### src/rtl/bp_fe_fetch_queue.sv
// Circular fetch queue between PC generation and the backend.
// Accepting an exception message holds off further enqueues until a backend flush.
module bp_fe_fetch_queue #(
  parameter int msg_width_p = 64,
  parameter int els_p       = 8,
  parameter int exc_bit_p   = 0
) (
  input  logic                      clk_i,
  input  logic                      reset_i,
  input  logic                      flush_i,
  input  logic [msg_width_p-1:0]    msg_i,
  input  logic                      v_i,
  output logic                      ready_o,
  output logic [msg_width_p-1:0]    msg_o,
  output logic                      v_o,
  input  logic                      ready_i,
  output logic [$clog2(els_p):0]    count_o,
  output logic                      hold_o
);

  localparam int lg_els_lp = $clog2(els_p);
  localparam logic [lg_els_lp:0] full_count_lp = (lg_els_lp+1)'(els_p);

  typedef enum logic [0:0] {e_run = 1'b0, e_hold = 1'b1} state_e;

  state_e                 state_r, state_n_s;
  logic [lg_els_lp-1:0]   wr_ptr_r, rd_ptr_r;
  logic [lg_els_lp:0]     count_r;
  logic [msg_width_p-1:0] mem_r [els_p];
  logic                   hold_s, enq_s, deq_s;

  assign enq_s   = v_i & ready_o;
  assign deq_s   = v_o & ready_i;
  assign v_o     = (count_r != '0);
  assign msg_o   = mem_r[rd_ptr_r];
  assign count_o = count_r;

  // State register.
  always_ff @(posedge clk_i) begin
    if (reset_i) begin
      state_r <= e_run;
    end else begin
      state_r <= state_n_s;
    end
  end

  // Next-state logic: flush is the only way out of HOLD.
  always_comb begin
    state_n_s = state_r;
    case (state_r)
      e_run: begin
        if (!flush_i && enq_s && msg_i[exc_bit_p]) begin
          state_n_s = e_hold;
        end else begin
          state_n_s = e_run;
        end
      end
      e_hold: begin
        if (flush_i) begin
          state_n_s = e_run;
        end else begin
          state_n_s = e_hold;
        end
      end
      default: state_n_s = e_run;
    endcase
  end

  // Output decode; ready_o deliberately ignores v_i and any same-cycle deq.
  always_comb begin
    hold_s  = 1'b0;
    ready_o = 1'b0;
    case (state_r)
      e_run: begin
        hold_s  = 1'b0;
        ready_o = (count_r != full_count_lp) & ~flush_i;
      end
      e_hold: begin
        hold_s  = 1'b1;
        ready_o = 1'b0;
      end
      default: begin
        hold_s  = 1'b0;
        ready_o = 1'b0;
      end
    endcase
  end

  assign hold_o = hold_s;

  // Pointers and occupancy; flush drops any same-cycle enq/deq.
  always_ff @(posedge clk_i) begin
    if (reset_i || flush_i) begin
      wr_ptr_r <= '0;
      rd_ptr_r <= '0;
      count_r  <= '0;
    end else begin
      if (enq_s) begin
        wr_ptr_r <= wr_ptr_r + lg_els_lp'(1);
      end else begin
        wr_ptr_r <= wr_ptr_r;
      end
      if (deq_s) begin
        rd_ptr_r <= rd_ptr_r + lg_els_lp'(1);
      end else begin
        rd_ptr_r <= rd_ptr_r;
      end
      case ({enq_s, deq_s})
        2'b10:   count_r <= count_r + (lg_els_lp+1)'(1);
        2'b01:   count_r <= count_r - (lg_els_lp+1)'(1);
        default: count_r <= count_r;
      endcase
    end
  end

  // Message storage, intentionally not reset.
  always_ff @(posedge clk_i) begin
    if (enq_s) begin
      mem_r[wr_ptr_r] <= msg_i;
    end
  end

  bp_fe_fetch_queue_checker #(.cnt_width_p(lg_els_lp+1)) checker_i (
    .clk_i   (clk_i),
    .reset_i (reset_i),
    .deq_i   (deq_s),
    .count_i (count_r)
  );

endmodule

// Protocol checks for the fetch queue.
module bp_fe_fetch_queue_checker #(
  parameter int cnt_width_p = 4
) (
  input logic                   clk_i,
  input logic                   reset_i,
  input logic                   deq_i,
  input logic [cnt_width_p-1:0] count_i
);

  // A dequeue from an empty queue would underflow the occupancy count.
  no_deq_when_empty: assert property (@(posedge clk_i) disable iff (reset_i)
    !(deq_i && (count_i == '0)));

endmodule
### config.mk
export PLATFORM = sky130hd
export DESIGN_NAME = bp_fe_fetch_queue
export DESIGN_NICKNAME = d
export VERILOG_FILES = /design/src/rtl/bp_fe_fetch_queue.sv
export SDC_FILE = /design/constraint.sdc
export NUM_CORES = 1
export LEC_CHECK = 0
export ABC_CLOCK_PERIOD_IN_PS = 8600
export BUFFER_PORTS_ARGS = -buffer_cell sky130_fd_sc_hd__buf_2
export CAP_MARGIN = 20
export CELL_PAD_IN_SITES_DETAIL_PLACEMENT = 1
export CELL_PAD_IN_SITES_GLOBAL_PLACEMENT = 1
export CORE_ASPECT_RATIO = 0.6
export CORE_MARGIN = 2
export CORE_UTILIZATION = 48
export CTS_CLUSTER_SIZE = 14
export DETAILED_ROUTE_END_ITERATION = 16
export GPL_TIMING_DRIVEN = 0
export PLACE_DENSITY_LB_ADDON = 0.2
export SETUP_SLACK_MARGIN = 0.15
export SYNTH_ARGS = -nofsm -noshare
export SYNTH_HDL_FRONTEND = slang
export SYNTH_SLANG_ARGS = --single-unit
### constraint.sdc
create_clock -name clk_i -period 8.6 [get_ports clk_i]
set_clock_uncertainty 0.15 [all_clocks]
set_input_delay 1.29 -clock clk_i [delete_from_list [all_inputs] [get_ports clk_i]]
set_output_delay 1.29 -clock clk_i [all_outputs]
set_load 0.01 [all_outputs]
== After elaboration in Yosys (flattened, before gate mapping) ==
Memory sizes are Yosys's and may differ from the RTL's. A register that Yosys moved wholly into a read port is not among the register bits.
Index checks and enable logic that the tools add are counted.
Word-level totals
  input port bits: 69
  output and inout bits: 71
  memory bits (writable): 512
  word-level logic and storage cells: 33
  register bits after elaboration: 11
  memories: 1
Memories
  mem_r: words 8, width 64, rd ports 1, clocked after Yosys merged registers in 1, wr ports 1, line 29  | logic [msg_width_p-1:0] mem_r [els_p];
Operators by class
  bitwise gates (word level): 5
  multiplexer cells: 10
  $add $sub $neg: 4
  reductions and logical operators: 6
  equality and inequality tests: 3
Operator list (count)
  $pmux 4 s2: 1
  $add 3x1->3 const B: 2
  $mux 3: 2
  $pmux 1 s2: 3
  $add 4x1->4 const B: 1
  $mux 1: 4
  $ne 4x4->1 const B: 1
  $reduce_bool 4->1: 1
  $sub 4x1->4 const B: 1
  $and 1x1->1: 3
  $eq 2x1->1 const B: 1
  $eq 2x2->1 const B: 1
  $logic_and 1x1->1: 2
  $not 1->1: 2
  $reduce_bool 2->1: 1
  $logic_not 1->1: 1
  $logic_or 1x1->1: 1

== Longest topological paths before layout ==
  word-level depth: 8
  gate-level depth with buffers: 10
  depth with buffers taken out: 10

== Least setup slack after synthesis ==
Ideal clock, no wire load.
  path type: input to register
  start point: in flush_i
  end point: mem mem_r[1][0] (enable)
  buffers on the path: 0
  library setup time: 0.644 ns
  stages on the path: 3
  setup slack: 0.126 ns
  arrival: 7.679 ns
  required time: 7.806 ns
  cells stage by stage: nor2_1 nand2b_1 nor4_1
On the way
  word-level cells in the longest chain between the ends: 6
Ends and longest elaborated chain
  from (decl): line 10  | input logic flush_i,
  $not 1->1: line 76  | ready_o = (count_r != full_count_lp) & ~flush_i;
  $and 1x1->1: line 76
  $pmux 1 s2: line 73  | case (state_r)
  $and 1x1->1: line 32  | assign enq_s = v_i & ready_o;
  $mux 1: line 118  | if (enq_s) begin
  $mux 1 (not written as such): line 119  | mem_r[wr_ptr_r] <= msg_i;
  to (decl): line 29
No other way between the ends.

==> results.toml <==
[status]
status = "complete, no violations"

[cts]
ctsLongestPathBuffers = 3
cts_root_buf = "clkbuf_16"
cts_resized = 0
post_cts_buffers = 0
clk_pin_slew_worst_paths_ns = 0.07
cts_hold_buf = 0
clock-sinks = 526
clk_latency_ns = 0.56
cts_tree = "built"
htree_levels = 2
cts_made_buffers = 48

[placed_design]
routabilityCongestion = 0.6829
post-place-ws_ns = 4.456
dp_hpwl_mm = 29.61
numPortBuffers = 139
place_area_um2 = 22030

[route]
vias = 9266
detail_route.wl_per_cell_um = 26.59
drtIter0Drc = 955
dr.pass1.iters = 5
totalWireLength_mm = 44.36
antenna_left = 0
drc = 0
routed_via_density = 5.555

[yosys]
synth_enable_flop_cells = 512
synth-seq-cells = 526
synth_seq_area_share_pct = 78.58
synth_cell_types = 29
ys_async_sr_fraction_pct = 0
syn-num-nets = 897
synthCells = 823
synth_area_um2 = 19920
synth_flop_cell = "edfxtp_1"
yosysWarnings = 0
synth_area_per_cell_um2 = 24.21

[timing]
period_share_pct = 49.48
rsz0062_at_grt = "false"
setup_violations = 0
final-hold-violation-count = 0
setup_slack_ns = 4.344
slew_violations = 0
clock.fmax_ghz = 0.2350
worstMarginPinSlew_ns = 1.076
relSlewSlack_pct = 27.91
layout_min_cycle_time_ns = 4.256

[die]
boundaryPins = 140
die_w_um = 267.0
fp.dieH_um = 161.8
dieArea_um2 = 43200
start_util_pct = 48.92
fp-row-count = 57
core_area_um2 = 40720

[flow_run]
cap_viol_max_count = 0

[finish]
final_cell_mix = "edfxtp_1 (512), buf_2 (142), mux4_2 (128), mux2_2 (65), clkbuf_16 (49)"
area_delta_synth_final_pct = 17.63
fillers = 3432
fin_area_um2 = 23430
drive_gt1_share_pct = 43.31
seqCellArea_um2 = 15660
final_common_cell = "edfxtp_1"
final_nets = 1146
multi_input_area_um2 = 4066

[setup_path]
worst-setup-path-type = "flop to primary output"
worstSetupEndpointType = "primary output"
start_kind = "flop"
worstPathArrival_ns = 2.82
crit_required_ns = 7.16
r2r_slack_ns = 5.31
cp_max_fo = 10

[power]
power_frac_comb_pct = 3.3
finalPower_w = 0.004968
p_int_w = 0.003968
p_per_area_nw_per_um2 = 212.0
switching_share_pct = 20.13
power.leakage_nw = 7.513
seq_power_share_pct = 57.1
p_sw_w = 0.001000
peakVddDrop_v = 0.0001363
pwr-share-clk_pct = 39.7

[global_route]
grt_pass1_vias = 10290
antenna_found_initial = 6
track_usage_pct = 21.43
grt_start_max_net_pins = 25
grt_pass1_wl_mm = 67.49
grt_overflow = 0

[min_path]
hold_class = "flop to flop"
[worst max-delay path, stage by stage, from the launching register on]
cell and delay [ns]:
dfxtp_1 0.31, buf_1 0.61, clkbuf_1 0.72, mux2_2 0.46, buf_2 0.15
[final timing paths]
| path | startpoint | to | cells past startpoint |
|---|---|---|---|
| max | flop | msg_o[52] | 4 |
| min | state_r | state_r | 2 |
| max reg2reg | count_o[0] | mem_r[3][30] | 8 |
| min reg2reg | state_r | state_r | 2 |
[per-stage QoR]
step                      hold slack (ns)  cells  TNS (ns)  utilization, %
after floorplan                    0.3041    823         0               -
after global placement             0.3146   1522  -1713.81           52.35
after detailed placement           0.3384   1582         0           54.09
after CTS                          0.3562   1666         0           57.53
after global routing               0.3800   1666         0           57.53
final                              0.3484   1668         0           57.54
[metal layers]
layer	track usage [%]	routed length [um]	up-vias
met5	0	41	-
met4	4.392	692	6
met3	4.018	2316	63
met2	34.30	21620	251
met1	31.34	19690	4932
li1	-	-	4014
[registers in the layout, indices dropped and copies added (netlist names), named ones only]
name	flops
mem_r	512
rd_ptr_r	3
wr_ptr_r	3
count_o	4
state_r	1
[kinds of logic after synthesis]
family                     Yosys count  synth area share (%)
muxes                              195                 18.25
adders and majority gates            5                0.3140
DFF                                526                 78.58
xor gates and xnor gates             6                0.2638
buffers and inverters               39                 1.244
and+or+nand+nor                     42                 1.062
AOI/OAI and AO/OA                   10                0.2889
[synthesized netlist by cell type (6+ instances only)]
cell type / count / area share, %
nor2_1: 10 / 0.19
mux2_2: 65 / 3.7
buf_1: 9 / 0.17
mux4_2: 128 / 14
clkbuf_1: 11 / 0.21
buf_6: 12 / 0.68
nand2_1: 10 / 0.19
dfxtp_1: 14 / 1.4
edfxtp_1: 512 / 77
xor2_1: 6 / 0.26
[power by group through the flow]
stage                     Combinational (W)  Clock [W]  Sequential [W]
final                              0.000162    0.00197         0.00284
after global routing               0.000177    0.00211         0.00284
after CTS                          0.000164    0.00202         0.00284
after detailed placement           0.000164          0         0.00289
after global placement             0.000149          0         0.00290
after floorplan                   0.0000731          0         0.00289
[final cells by class]
type | instances | share of cell area [%]
sequential | 526 | 66.81
multi-input combinational | 258 | 17.35
timing repair buffer | 199 | 5.798
clock buffer | 59 | 5.393
tap | 560 | 2.990
buffer | 37 | 1.025
clock inverter | 25 | 0.5820
inverter | 2 | 0.03204
antenna | 2 | 0.02136
Power figures use the tool's default switching activity.
